File: config.mk
export PLATFORM = sky130hd
export DESIGN_NAME = canny_color_fuse
export DESIGN_NICKNAME = d
export VERILOG_FILES = /design/src/rtl/canny_color_fuse.sv
export SDC_FILE = /design/constraint.sdc
export NUM_CORES = 1
export LEC_CHECK = 0
export CAP_MARGIN = 25
export CORE_MARGIN = 2
export CORE_UTILIZATION = 51
export CTS_CLUSTER_DIAMETER = 60
export DETAILED_ROUTE_END_ITERATION = 10
export PLACE_DENSITY = 0.74
export SYNTH_ARGS = -nofsm -noshare
export SYNTH_HDL_FRONTEND = slang
export SYNTH_SLANG_ARGS = --single-unit
File: constraint.sdc
create_clock -name video_clk -period 4.1 [get_ports video_clk]
set_input_delay 0.82 -clock video_clk [delete_from_list [all_inputs] [get_ports video_clk]]
set_output_delay 0.82 -clock video_clk [all_outputs]
set_load 0.03 [all_outputs]
File: src/rtl/canny_color_fuse.sv
// Colour-Canny fusion: delays raw RGB565 by DELAY clocks, then merges it with the DTM edge bit.
// Latency 1 clock from DTM inputs (1+DELAY from rgb565); no backpressure, one pixel per clock.
module canny_color_fuse #(
  parameter int          DELAY      = 15,
  parameter int          AW         = 5,
  parameter logic [15:0] EDGE_COLOR = 16'hFD68
) (
  input  logic        video_clk,
  input  logic        rst_n,
  input  logic        rgb565_hs,
  input  logic        rgb565_vs,
  input  logic        rgb565_de,
  input  logic [15:0] rgb565,
  input  logic        DTM_data,
  input  logic        DTM_hs,
  input  logic        DTM_vs,
  input  logic        DTM_de,
  input  logic [1:0]  FUSE_MODE,
  input  logic        clr_err,
  output logic        color_hs,
  output logic        color_vs,
  output logic        color_de,
  output logic [15:0] color_data,
  output logic        align_err
);

  localparam int            DEPTH = 1 << AW;
  localparam logic [AW-1:0] DLY   = AW'(DELAY);

  logic [18:0]   buf_q [DEPTH];
  logic [AW-1:0] wptr_q, wptr_d, rptr;
  logic [AW-1:0] fill_q, fill_d;
  logic          fill_done;
  logic [18:0]   rd_ent;
  logic          d_hs, d_vs, d_de;
  logic [15:0]   d_rgb, dim_rgb;
  logic [15:0]   data_d;
  logic          align_err_d;
  logic          color_hs_q, color_vs_q, color_de_q, align_err_q;
  logic [15:0]   color_data_q;
  logic          unused_timing;

  // Buffer storage carries no reset; the fill counter masks stale entries instead.
  always_ff @(posedge video_clk) begin
    buf_q[wptr_q] <= {rgb565_hs, rgb565_vs, rgb565_de, rgb565};
  end

  assign wptr_d    = wptr_q + AW'(1);
  assign rptr      = wptr_q - DLY;
  assign rd_ent    = buf_q[rptr];
  assign fill_done = (fill_q == DLY);
  assign fill_d    = fill_done ? fill_q : fill_q + AW'(1);

  assign {d_hs, d_vs, d_de, d_rgb} = fill_done ? rd_ent : 19'd0;

  // Delayed hs/vs ride along in the buffer but the DTM stream is the timing master.
  assign unused_timing = d_hs ^ d_vs;

  assign dim_rgb = {1'b0, d_rgb[15:12], 1'b0, d_rgb[10:6], 1'b0, d_rgb[4:1]};

  always_comb begin
    data_d = 16'd0;
    if (DTM_de) begin
      case (FUSE_MODE)
        2'd0:    data_d = DTM_data ? EDGE_COLOR : d_rgb;
        2'd1:    data_d = DTM_data ? EDGE_COLOR : dim_rgb;
        2'd2:    data_d = DTM_data ? EDGE_COLOR : 16'd0;
        default: data_d = DTM_data ? d_rgb : 16'd0;
      endcase
    end
  end

  // A fresh mismatch outranks a clear arriving in the same cycle.
  always_comb begin
    align_err_d = align_err_q;
    if (fill_done && (d_de != DTM_de)) align_err_d = 1'b1;
    else if (clr_err)                  align_err_d = 1'b0;
  end

  always_ff @(posedge video_clk or negedge rst_n) begin
    if (!rst_n) begin
      wptr_q       <= '0;
      fill_q       <= '0;
      color_hs_q   <= 1'b0;
      color_vs_q   <= 1'b0;
      color_de_q   <= 1'b0;
      color_data_q <= 16'd0;
      align_err_q  <= 1'b0;
    end else begin
      wptr_q       <= wptr_d;
      fill_q       <= fill_d;
      color_hs_q   <= DTM_hs;
      color_vs_q   <= DTM_vs;
      color_de_q   <= DTM_de;
      color_data_q <= data_d;
      align_err_q  <= align_err_d;
    end
  end

  assign color_hs   = color_hs_q;
  assign color_vs   = color_vs_q;
  assign color_de   = color_de_q;
  assign color_data = color_data_q;
  assign align_err  = align_err_q;

endmodule

==> results by group <==
Die
  • Core Footprint: 0.0430 sq mm
  • Height of the die: 212 microns
  • # rows: 76
  • # IOs: 48
  • Initial Util: 51.5%
  • Die W: 212 microns
  • Full die area: 0.0451 sq mm

Placed design
  • Final Wtd Congestion: 0.829
  • Pre-CTS WS: 963 ps
  • I/O Buffers: 45
  • DP Wirelength: 27400 microns
  • Area after DPL: 0.0236 sq mm

Yosys
  • Post-synth EDFFs: 544
  • Yosys Warn Count: 0
  • Distinct cells, synth: 43
  • Register area share after synthesis: 77.2%
  • Synth Cell Area: 0.0221 sq mm
  • Async S/R FF share, synth: 5.23%
  • Syn nets: 1054
  • Synth Register Bits: 574
  • Syn avg cell area: 21.7 sq um
  • Cells after Synth: 1020
  • Dominant synthesized flop cell: edfxtp_1

Clocking
  • Hold buffers post-CTS: 0
  • CTS tree: built
  • Clock sinks: 574
  • H-Tree Depth: 2
  • Worst skew pair latency: 580 ps
  • Root buffer cell: clkbuf_16
  • Num CTS Buffers: 54
  • Resize count post-CTS: 0
  • Clk slew on worst S/H paths: 60 ps
  • Post-CTS repair timing setup buffer count: 0
  • Max clock buf depth: 3

Timing
  • Max Clock Freq: 0.317 GHz
  • Clock Skew: 15.9 ps
  • Slew margin rel.: 29.0%
  • Final WS setup: 948 ps
  • Unrepaired setup endpoints after global routing: no
  • Final period utilization: 76.9%
  • Total Negative Setup Slacks: 0 ps
  • Max Slew Vio Count: 0
  • Final hold violations: 0
  • Final min period: 3150 ps
  • Final setup violation count: 0
  • Worst-Margin Slew: 1060 ps

Routing
  • First-pass DRT Iterations: 5
  • First DRT Iteration DRCs: 1253
  • DRC Markers: 0
  • Post-DRT Antenna Nets: 0
  • Vias post-DR: 10700
  • Post-Route WL: 47800 microns
  • Vias per cell: 6.04
  • WL/cell: 27.1 microns

Job
  • Maxcap violations: 0

Finish
  • Synth-to-layout area growth: 16.1%
  • Nets: 1168
  • Final Cell Area: 0.0257 sq mm
  • Fin util: 59.7%
  • Ratio of cells with drive above 1 in the final layout: 28.0%
  • Fillers: 2982

Worst setup path
  • Worst flop-to-flop path startpoint: wptr_q[0]$_DFF_PN0_
  • Crit path capture type: register
  • R2r setup slk: 950 ps
  • Setup crit start kind: register
  • Crit Path Class: register to register
  • Terminus of the critical flop-to-flop path: color_data[8]$_DFF_PN0_
  • WP data required: 4560 ps
  • CP max FO: 24
  • WP data arrival: 3610 ps
  • Worst r2r path cells: 8

Global route
  • First-pass GRT wire length: 70200 microns
  • Total track usage: 21.9%
  • Number of global-route vias before repair: 10800
  • Largest net degree at the start of global routing: 72
  • Initial antenna violation count: 1
  • Final global-route overflow total: 0

Power
  • P per Cell Area: 451 mW/mm^2
  • P_leak: 8.47 nW
  • Max VDD drop: 288 uV

Worst hold path
  • Min-Delay Endpoint: fill_q[3]$_DFFE_PN0N_
  • Worst Min Path Start: fill_q[3]$_DFFE_PN0N_
  • Worst min path class: register to register
  • Worst hold path cell count: 1

Outcome
  • Status: finished clean
state kept, by name, indices dropped and copies added, names as in the netlist:
| register | count |
|---|---|
| buf_q | 544 |
| color_vs | 1 |
| color_data | 16 |
| color_hs | 1 |
| color_de | 1 |
| wptr_q | 5 |
| align_err | 1 |
| fill_q | 5 |
per-layer routing:
metal / up-vias / global-route usage, % / wire length, microns
li1: 4440 / - / -
met1: 5579 / 30.3 / 18500
met2: 536 / 35.2 / 23400
met3: 96 / 4.96 / 4750
met4: 0 / 6.56 / 1220
met5: - / 0 / 0
kinds of logic (layout without fill, tap and decap cells):
| kind of cell | Yosys count | after routing | share of synthesized area, % |
|---|---|---|---|
| AND/OR/NAND/NOR | 170 | 170 | 3.31 |
| flip-flops | 574 | 574 | 77.2 |
| other | 0 | 1 | 0 |
| XOR/XNOR | 7 | 7 | 0.311 |
| multiplexers | 167 | 167 | 16.2 |
| buffers and inverters | 58 | 214 | 1.35 |
| AO/OA/AOI/OAI | 38 | 38 | 1.26 |
| adder cells (fa/ha/maj) | 6 | 6 | 0.339 |
cells in the final DEF, fill, tap and decap left out, drive strengths merged, types with 5 or more instances in the layout:
cell,n
nand2,65
clkinv,16
ha,6
bufinv,5
nor2,53
edfxtp,544
dfrtp,30
buf,59
mux4,153
inv,9
and3,6
xnor2,5
clkdlybuf4s50,45
o21ai,11
nand2b,7
nand3,27
clkbuf,77
mux2i,13
a32oi,5
synthesized netlist by cell type, types with 4 or more instances:
master	n	area, sq um
xnor2_1	5	43.8
nand2_1	65	244
o22a_1	4	35.0
nor2_1	53	199
inv_1	7	26.3
buf_2	14	70.1
nand4_1	4	25.0
edfxtp_1	544	16300
nand2b_1	7	43.8
mux4_2	153	3450
nand3_1	27	135
clkbuf_1	16	60.1
ha_1	6	75.1
mux2i_1	13	130
dfrtp_1	30	751
a32oi_1	5	43.8
o21ai_0	9	45.0
and3_1	6	37.5
buf_4	14	105
a21oi_1	4	20.0
critical path, stage by stage, from the launching register on:
cell	delay, ps
dfrtp_4	470
inv_1	110
ha_4	560
buf_4	320
mux4_2	350
mux4_2	530
mux2i_1	310
o221ai_1	170
and3_1	190
worst max-delay path by stage:
stage                         from                       end  cells past startpoint
6_report       wptr_q[0]$_DFF_PN0_   color_data[8]$_DFF_PN0_                      8
5_1_grt        wptr_q[0]$_DFF_PN0_   color_data[3]$_DFF_PN0_                      9
4_1_cts        wptr_q[0]$_DFF_PN0_  color_data[14]$_DFF_PN0_                      8
3_5_place_dp   wptr_q[0]$_DFF_PN0_  color_data[14]$_DFF_PN0_                      8
3_3_place_gp   wptr_q[0]$_DFF_PN0_  color_data[14]$_DFF_PN0_                      8
2_1_floorplan  wptr_q[0]$_DFF_PN0_  color_data[10]$_DFF_PN0_                     14
power by group:
| part | total, mW | switching, mW | internal (mW) |
|---|---|---|---|
| Clock | 4.91 | 2.05 | 2.86 |
| Sequential | 6.44 | 0.00633 | 6.43 |
| Combinational | 0.223 | 0.140 | 0.0833 |
| Total | 11.6 | 2.19 | 9.38 |
layout make-up:
cell class                 instances  area [sq um]  share of cell area [%]
inverter                          10          40.0                   0.156
clock inverter                    23           236                   0.921
sequential                       574         17100                    66.6
multi-input combinational        388          4840                    18.9
tap                              585           732                    2.85
antenna                            1          2.50                 0.00975
clock buffer                      75          1500                    5.86
timing repair buffer             106          1230                    4.79
stage by stage:
step | power, mW | hold WS, ps | instances
finish | 11.6 | 474 | 1762
global route | 11.9 | 485 | 1761
CTS | 11.6 | 473 | 1748
detailed placement | 6.75 | 462 | 1650
global placement | 6.74 | 457 | 1646
floorplan | 6.60 | 438 | 1020
Power figures use the tool's default switching activity.
